`config.mk`:
```
export PLATFORM = sky130hd
export DESIGN_NAME = tug_of_war_arena
export DESIGN_NICKNAME = d
export VERILOG_FILES = /design/src/rtl/tug_of_war_arena.sv
export SDC_FILE = /design/constraint.sdc
export NUM_CORES = 1
export LEC_CHECK = 0
export BUFFER_PORTS_ARGS = -buffer_cell sky130_fd_sc_hd__buf_2
export CAP_MARGIN = 20
export CORE_MARGIN = 2
export CORE_UTILIZATION = 42
export CTS_CLUSTER_DIAMETER = 120
export DETAILED_ROUTE_END_ITERATION = 12
export HOLD_SLACK_MARGIN = 0.02
export MAX_ROUTING_LAYER = met4
export PLACE_DENSITY_LB_ADDON = 0.08
export SLEW_MARGIN = 15
export SYNTH_ARGS = -nofsm -noshare
export SYNTH_HDL_FRONTEND = slang
export SYNTH_SLANG_ARGS = --single-unit
```
`constraint.sdc`:
```
create_clock -name clk -period 2.7 [get_ports clk]
set_input_delay 0.54 -clock clk [delete_from_list [all_inputs] [get_ports clk]]
set_output_delay 0.54 -clock clk [all_outputs]
set_load 0.01 [all_outputs]
```
`src/rtl/tug_of_war_arena.sv`:
```
// Two-player tug-of-war: a one-hot rope light moves toward whoever pulls.
// Rounds are won at the ends; first to WIN_ROUNDS takes the match.
module tug_of_war_arena #(
  parameter int NUM_LIGHTS  = 9,
  parameter int WIN_ROUNDS  = 3,
  parameter int SCORE_W     = 3,
  parameter int HOLD_CYCLES = 4
) (
  input  logic                  clk,
  input  logic                  reset,
  input  logic                  l_press,
  input  logic                  r_press,
  output logic [NUM_LIGHTS-1:0] lights,
  output logic [SCORE_W-1:0]    l_score,
  output logic [SCORE_W-1:0]    r_score,
  output logic                  round_done,
  output logic                  round_winner,
  output logic                  match_over,
  output logic                  match_winner
);

  localparam int PW = (NUM_LIGHTS > 1) ? $clog2(NUM_LIGHTS) : 1;
  localparam int HW = (HOLD_CYCLES > 1) ? $clog2(HOLD_CYCLES) : 1;
  localparam logic [PW-1:0]      CENTER = PW'((NUM_LIGHTS - 1) / 2);
  localparam logic [PW-1:0]      LAST   = PW'(NUM_LIGHTS - 1);
  localparam logic [SCORE_W-1:0] WIN_S  = SCORE_W'(WIN_ROUNDS);
  localparam logic [HW-1:0]      HOLD_L = HW'(HOLD_CYCLES - 1);

  typedef enum logic [1:0] {
    S_PLAY,
    S_PAUSE,
    S_DONE
  } state_t;

  state_t             state_q, state_d;
  logic [PW-1:0]      pos_q, pos_d;
  logic [HW-1:0]      hold_q, hold_d;
  logic               l_press_q, r_press_q;
  logic [SCORE_W-1:0] l_score_q, l_score_d;
  logic [SCORE_W-1:0] r_score_q, r_score_d;
  logic               round_done_q, round_done_d;
  logic               round_winner_q, round_winner_d;
  logic               match_over_q, match_over_d;
  logic               match_winner_q, match_winner_d;

  logic l_pull, r_pull;
  logic [SCORE_W-1:0] new_score;

  // Rising-edge detect; a button held through reset yields no pull.
  assign l_pull = l_press & ~l_press_q;
  assign r_pull = r_press & ~r_press_q;

  // State register: FSM state, rope position, scores and press history.
  always_ff @(posedge clk or posedge reset) begin
    if (reset) begin
      state_q        <= S_PLAY;
      pos_q          <= CENTER;
      hold_q         <= '0;
      l_press_q      <= 1'b1;
      r_press_q      <= 1'b1;
      l_score_q      <= '0;
      r_score_q      <= '0;
      round_done_q   <= 1'b0;
      round_winner_q <= 1'b0;
      match_over_q   <= 1'b0;
      match_winner_q <= 1'b0;
    end else begin
      state_q        <= state_d;
      pos_q          <= pos_d;
      hold_q         <= hold_d;
      l_press_q      <= l_press;
      r_press_q      <= r_press;
      l_score_q      <= l_score_d;
      r_score_q      <= r_score_d;
      round_done_q   <= round_done_d;
      round_winner_q <= round_winner_d;
      match_over_q   <= match_over_d;
      match_winner_q <= match_winner_d;
    end
  end

  // Next-state: rope movement, round/match wins and the post-round pause.
  always_comb begin
    state_d        = state_q;
    pos_d          = pos_q;
    hold_d         = hold_q;
    l_score_d      = l_score_q;
    r_score_d      = r_score_q;
    round_done_d   = 1'b0;
    round_winner_d = round_winner_q;
    match_over_d   = match_over_q;
    match_winner_d = match_winner_q;
    new_score      = '0;
    case (state_q)
      S_PLAY: begin
        if (l_pull && !r_pull) begin
          if (pos_q == LAST) begin
            new_score      = l_score_q + SCORE_W'(1);
            l_score_d      = new_score;
            round_done_d   = 1'b1;
            round_winner_d = 1'b1;
            if (new_score == WIN_S) begin
              state_d        = S_DONE;
              match_over_d   = 1'b1;
              match_winner_d = 1'b1;
            end else begin
              state_d = S_PAUSE;
              hold_d  = HOLD_L;
            end
          end else begin
            pos_d = pos_q + PW'(1);
          end
        end else if (r_pull && !l_pull) begin
          if (pos_q == '0) begin
            new_score      = r_score_q + SCORE_W'(1);
            r_score_d      = new_score;
            round_done_d   = 1'b1;
            round_winner_d = 1'b0;
            if (new_score == WIN_S) begin
              state_d        = S_DONE;
              match_over_d   = 1'b1;
              match_winner_d = 1'b0;
            end else begin
              state_d = S_PAUSE;
              hold_d  = HOLD_L;
            end
          end else begin
            pos_d = pos_q - PW'(1);
          end
        end
      end
      S_PAUSE: begin
        if (hold_q == '0) begin
          pos_d   = CENTER;
          state_d = S_PLAY;
        end else begin
          hold_d = hold_q - HW'(1);
        end
      end
      default: begin
      end
    endcase
  end

  // Outputs: rope light only while playing; everything else registered.
  always_comb begin
    lights = '0;
    if (state_q == S_PLAY) begin
      lights = {{(NUM_LIGHTS-1){1'b0}}, 1'b1} << pos_q;
    end
  end

  assign l_score      = l_score_q;
  assign r_score      = r_score_q;
  assign round_done   = round_done_q;
  assign round_winner = round_winner_q;
  assign match_over   = match_over_q;
  assign match_winner = match_winner_q;

endmodule

```
==> results of run 1 <==
==> kinds of logic after synthesis <==
| family | synth area share [%] |
|---|---|
| xor gates and xnor gates | 6.28 |
| and+or+nand+nor | 20.7 |
| DFF | 40.1 |
| muxes | 3.68 |
| adders and majority gates | 11.6 |
| buffers and inverters | 7.67 |
| AOI/OAI and AO/OA | 9.96 |
==> worst max-delay path: cells and delay by family, from the launching register on <==
kind / cells / cell delay, ns
flip-flops: 1 / 0.53
buffers and inverters: 1 / 0.17
AND/OR/NAND/NOR: 2 / 0.22
AO/OA/AOI/OAI: 2 / 0.51
adder cells (fa/ha/maj): 2 / 0.74
XOR/XNOR: 1 / 0.12
==> cells in the final DEF (no fill, tap or decap), drive strengths merged, types with 3 or more instances in the layout <==
master and instances:
nand2 11, dfstp 3, nand3 4, xnor2 6, o21ai 4, o311ai 3, buf 23, ha 10
inv 15, nor2 12, dfrtp 17, a21oi 3, xor2 3, nor3 6, clkbuf 3
==> stage by stage <==
step                      instances  cell area, sq um
after CTS                       182              1430
after global routing            182              1430
after detailed placement        178              1370
after floorplan                 130              1260
after global placement          178              1370
final                           182              1430
==> power by group through the flow <==
stage / sequential [mW] / combinational [mW] / clock, mW
6_report: 0.505 / 0.543 / 0.250
5_1_grt: 0.524 / 0.627 / 0.263
4_1_cts: 0.505 / 0.551 / 0.257
3_5_place_dp: 0.511 / 0.540 / 0
3_3_place_gp: 0.508 / 0.529 / 0
2_1_floorplan: 0.485 / 0.438 / 0
==> registers in the layout, summed over array words and instances (netlist names) <==
name          count
l_press_q         1
round_winner      1
match_winner      1
hold_q            2
state_q           2
r_score           3
r_press_q         1
l_score           3
round_done        1
pos_q             4
match_over        1
==> metal layers <==
metal / up-vias / GRT usage [%] / routed length [um]
met5: - / - / 0
met4: 0 / 5.84 / 34
met3: 5 / 1.98 / 84
met2: 22 / 26.8 / 1170
met1: 462 / 23.7 / 1170
li1: 477 / - / -
==> final timing paths <==
kind,start,end,slack (ns)
max,r_press_q,pos_q[3],0.31
min,r_press,r_press_q,0.33
max reg2reg,r_press_q,pos_q[3],0.31
min reg2reg,match_over,match_over,0.47
max in group asynchronous,reset,pos_q[0],1.87
min in group asynchronous,reset,l_score[2],0.34
==> final cells by class <==
| type | count | area, sq um |
|---|---|---|
| Inverter | 15 | 56.3 |
| Timing Repair Buffer | 23 | 118 |
| Sequential cell | 20 | 504 |
| Tap cell | 31 | 38.8 |
| Fill cell | 283 | 1380 |
| Clock buffer | 3 | 22.5 |
| Clock inverter | 1 | 30.0 |
| Multi-Input combinational cell | 89 | 656 |
==> impl_results.md, run 1 <==
- Static power due to leakage: 0.706 nW
- Number of DRC markers after the initial detailed-route iteration: 31
- Final Power: 1.30 mW
- Mapped cell area: 0.00126 sq mm
- Worst Skew: 0.00814 ns
- Total number of clock tree sinks: 20
- Number of cells on the worst hold path: 1
- Core region area: 0.00281 sq mm
- Proportion of synthesized chip area in sequential cells: 40.1%
- Largest fanout on the critical path: 9
- Number of buffers inserted to repair setup after CTS: 0
- Cell-internal power: 0.785 mW
- Element type at the critical path start: flop
- CTS H-tree lvls: 1
- TritonCTS buffer count: 3
- Floorplan die width: 58.7 um
- Number of instances resized during post-cts repair: 0
- Buffers added on ports: 22
- Crit-path most repeated cell: sky130_fd_sc_hd__ha_1
- Max-cap viol count: 0
- Worst Tran Pin Value: 0.766 ns
- Most common cell in the synthesized netlist: sky130_fd_sc_hd__dfrtp_1
- Initial antenna violation count: 0
- Setup-failing EPs final: 0
- Net count of the mapped netlist: 145
- Total wirelength of the detailed-routed design: 2460 um
- Post-layout nets: 167
- Hold/Removal Path Class: in -> reg
- CP max-delay cell: sky130_fd_sc_hd__dfstp_2
- Worst skew pair latency: 0.31 ns
- Slowest cell delay on critical path: 0.53 ns
- Initial core utilization: 44.8%
- Final worst-path cycle share: 88.6%
- Remaining max-slew budget at the tightest pin: 48.9%
- Synth unique cells: 39
- Main area contributors after synthesis: sky130_fd_sc_hd__dfrtp_1 34%, sky130_fd_sc_hd__ha_1 10%, sky130_fd_sc_hd__dfstp_2 6.3%
- Sequential share of power: 38.9%
- Reg clk slew, reported paths: 0.12 ns
- Worst r2r path cells: 8
- Post-route DRC: 0
- Maximum number of pins on one net before global-route repair: 21
- CTS tree: built
- Number of cell rows: 19
- Master cell of the clock root buffer: sky130_fd_sc_hd__clkbuf_4
- Via count of the first global-routing pass: 975
- Worst hold-check slack: 0.331 ns
- Area leader, netlist: sky130_fd_sc_hd__dfrtp_1
- Ranking of synthesized cells by instance count: 17 x sky130_fd_sc_hd__dfrtp_1, 15 x sky130_fd_sc_hd__inv_1, 12 x sky130_fd_sc_hd__nor2_1
- ANT cells: 0
- Average vias per placed instance: 5.31
- Power density cells: 911 mW/mm^2
- Type of the setup path with the least slack: reg -> reg
- Setup repair after global routing missed its margin: false
- Proportion of total power due to net switching: 39.5%
- Core occupancy in the finished layout: 50.8%
- Full die area: 0.00344 sq mm
- FMAX: 418 MHz
- Result of the run: completed
- EDFF count, synth: 0
- Sum Neg Setup Slack: 0 ns
- Max-slew violation count: 0
- Buffer levels on the longest clock path: 2
- Proportion of layout cells with a drive suffix above 1: 26.5%
- Most used DFF post-synth: sky130_fd_sc_hd__dfrtp_1
- Detailed-router iteration count before antenna repair: 4
- Final hold vios: 0
- Layout-stage area growth over the synthesis result: 13.4%
- Worst Path Arrival: 2.59 ns
- Height of the chip: 58.7 um
- CTS Hold Buffers Added: 0
- Critical Path, Cell by Cell: nand2b_1, ha_1, inv_1, ha_1, a21oi_1, nand2_1, xnor2_1, o311ai_0
- Total vias in the final route: 966
- Gate Count Post-Synth: 130
- Leftover overflow at the end of global routing: 0
- DR WL/cell: 13.5 um
- Combinational group share of total power: 41.8%
- CP endpoint kind: flop
- Total routing usage reported by global routing: 17.3%
- Clock network fraction of total power: 19.3%
- Total of flip-flops plus latches after synthesis: 20
- I/O pin total: 23
- Required time of the critical path: 2.89 ns
- Global-route wire length before repair: 4400 um
- Net Sw Power: 0.513 mW
- Syn Area/Cell: 9.66 sq um
- Hpwl dp: 1840 um
- Final weighted congestion in routability-driven placement: 0.749
- Number of antenna-violating nets in the routed design: 0
- Clock period minus worst slack: 2.39 ns
- Worst-case vdd ir drop: 0.363 mV
- Share of the synthesized area in the top cell type: 33.9%
- Warnings from Yosys: 0
- Share of async-settable or async-resettable flops after synthesis: 100%
- Final worst slack: 0.308 ns
- Place WS: 0.194 ns
No activity file was read; power rests on OpenSTA's default activity.
==> inputs of run 2 (changes only) <==
Settings changed: CORE_UTILIZATION 42 to 54.
==> run 2 against run 1 <==
Non-clock buffer count unchanged. Register-to-register slack better by 0.04 ns. Clock-buffer cell count up 1. Via count unchanged. Power down 5.1%. Cell area down 1.4%. Maximum frequency up 1.7%. Core utilization up 13 points. Critical endpoint unchanged. Sequential power about the same. Cell count down 1.6%.
==> impl_results.md, run 2 (same netlist as run 1, synthesis figures left out) <==
- Type of the setup path with the least slack: reg -> reg
- Core occupancy in the finished layout: 63.5%
- Most common cell after layout, fill and taps aside: sky130_fd_sc_hd__buf_2
- Launching point of the worst reg2reg path: r_press_q
- Sum Neg Setup Slack: 0 ns
- Hold/Removal Path Class: in -> reg
- DR WL/cell: 13.2 um
- Hpwl dp: 1780 um
- Number of buffers inserted to repair setup after CTS: 0
- CTS Hold Buffers Added: 0
- Initial core utilization: 56.8%
- Full die area: 0.00273 sq mm
- Proportion of layout cells with a drive suffix above 1: 26.5%
- Master cell of the clock root buffer: sky130_fd_sc_hd__clkbuf_4
- Buffers added on ports: 22
- Total vias in the final route: 966
- Post-route DRC: 0
- Worst-case hold path end point: r_press_q
- Floorplan die width: 52.2 um
- Number of antenna-violating nets in the routed design: 0
- Worst Skew: 0.00357 ns
- Worst Tran Pin Value: 0.759 ns
- Startpoint of the lowest-slack hold path: r_press
- Worst r2r path cells: 8
- Initial antenna violation count: 0
- Core region area: 0.00221 sq mm
- Worst Path Arrival: 2.53 ns
- FMAX: 425 MHz
- Final worst-path cycle share: 87.1%
- Global-route wire length before repair: 4010 um
- CTS H-tree lvls: 1
- CP endpoint kind: flop
- Via count of the first global-routing pass: 898
- Max-cap viol count: 0
- Total number of clock tree sinks: 20
- Height of the chip: 52.2 um
- Clock period minus worst slack: 2.35 ns
- Worst reg-to-reg setup slack: 0.35 ns
- Number of DRC markers after the initial detailed-route iteration: 13
- Final weighted congestion in routability-driven placement: 0.804
- Max-slew violation count: 0
- Worst-case vdd ir drop: 0.611 mV
- Reg2reg end: pos_q[3]
- Number of cell rows: 17
- Largest fanout on the critical path: 9
- Result of the run: completed
- Area taken by flip-flops and latches: 504 sq um
- Remaining max-slew budget at the tightest pin: 49.4%
- Power density cells: 876 mW/mm^2
- TritonCTS buffer count: 3
- Final hold vios: 0
- Multi-input gate area: 656 sq um
- Setup repair after global routing missed its margin: false
- Max FFs per register: 4
- Total wirelength of the detailed-routed design: 2360 um
- Required time of the critical path: 2.87 ns
- Number of filler cells placed in the layout: 202
- Static power due to leakage: 0.699 nW
- Most flops, register: pos_q
- I/O pin total: 23
- Commonest cells after routing, fill and taps aside: 22 x sky130_fd_sc_hd__buf_2, 17 x sky130_fd_sc_hd__dfrtp_1, 15 x sky130_fd_sc_hd__inv_1
- Leftover overflow at the end of global routing: 0
- Post-layout nets: 167
- CTS tree: built
- Element type at the critical path start: flop
- Layout-stage area growth over the synthesis result: 11.9%
- Number of instances resized during post-cts repair: 0
- Average vias per placed instance: 5.40
- Worst skew pair latency: 0.31 ns
- Buffer levels on the longest clock path: 2
- Maximum number of pins on one net before global-route repair: 21
- Total routing usage reported by global routing: 20.6%
- Reg clk slew, reported paths: 0.11 ns
- Detailed-router iteration count before antenna repair: 4
- Setup-failing EPs final: 0
- ANT cells: 0
- Number of cells on the worst hold path: 1
-- run 2: cell count changes in the layout (fill, tap and decap cells not counted) --
cell                        delta
sky130_fd_sc_hd__clkbuf_8      +1
sky130_fd_sc_hd__bufinv_16     -1
-- run 2: worst max-delay path: stages (launching register included) --
cell and delay [ns]:
sky130_fd_sc_hd__dfstp_2 0.53, sky130_fd_sc_hd__nand2b_1 0.11, sky130_fd_sc_hd__ha_1 0.37, sky130_fd_sc_hd__inv_1 0.16, sky130_fd_sc_hd__ha_1 0.38, sky130_fd_sc_hd__nand3_1 0.13, sky130_fd_sc_hd__and4_2 0.25, sky130_fd_sc_hd__o211ai_1 0.16
sky130_fd_sc_hd__o311ai_0 0.13
-- run 2: how the worst max path moves through the flow --
stage / start / endpoint / depth (start not counted)
4_1_cts: r_press_q / pos_q[3] / 8
3_5_place_dp: l_press / pos_q[3] / 10
3_3_place_gp: l_press / pos_q[3] / 10
2_1_floorplan: l_press / pos_q[3] / 10
5_1_grt: r_press_q / pos_q[3] / 8
6_report: r_press_q / pos_q[3] / 8
-- run 2: through the flow --
step           area, sq um  cells  power [mW]  hold WS (ns)  setup slack [ns]
2_1_floorplan         1260    130       0.923         0.502             0.525
6_report              1410    179        1.23         0.328             0.347
5_1_grt               1410    179        1.34         0.316             0.155
4_1_cts               1410    179        1.24         0.323             0.337
3_5_place_dp          1370    175        1.06         0.466             0.189
3_3_place_gp          1370    175        1.03         0.444             0.290
-- run 2: cell type report --
| type | count | share of cell area (%) |
|---|---|---|
| multi-input cells | 89 | 46.7 |
| flip-flops and latches | 20 | 35.9 |
| repair buffers | 23 | 8.37 |
| inverters | 15 | 4.01 |
| clock buffers | 4 | 2.58 |
| well taps | 28 | 2.49 |
-- run 2: where the power goes --
| group | leakage, nW | internal (mW) | switching, mW | total, mW |
|---|---|---|---|---|
| sequential | 0.244 | 0.394 | 0.111 | 0.505 |
| clock | 0.0210 | 0.0824 | 0.0976 | 0.180 |
| combinational | 0.434 | 0.242 | 0.305 | 0.547 |
| total | 0.699 | 0.718 | 0.513 | 1.23 |
-- run 2: metal layers --
layer  vias up  wire (um)  track usage (%)
met5         -          0                -
met4         0         29             6.41
met3         4         90             3.43
met2        18       1160             33.1
met1       462       1080             27.0
li1        482          -                -
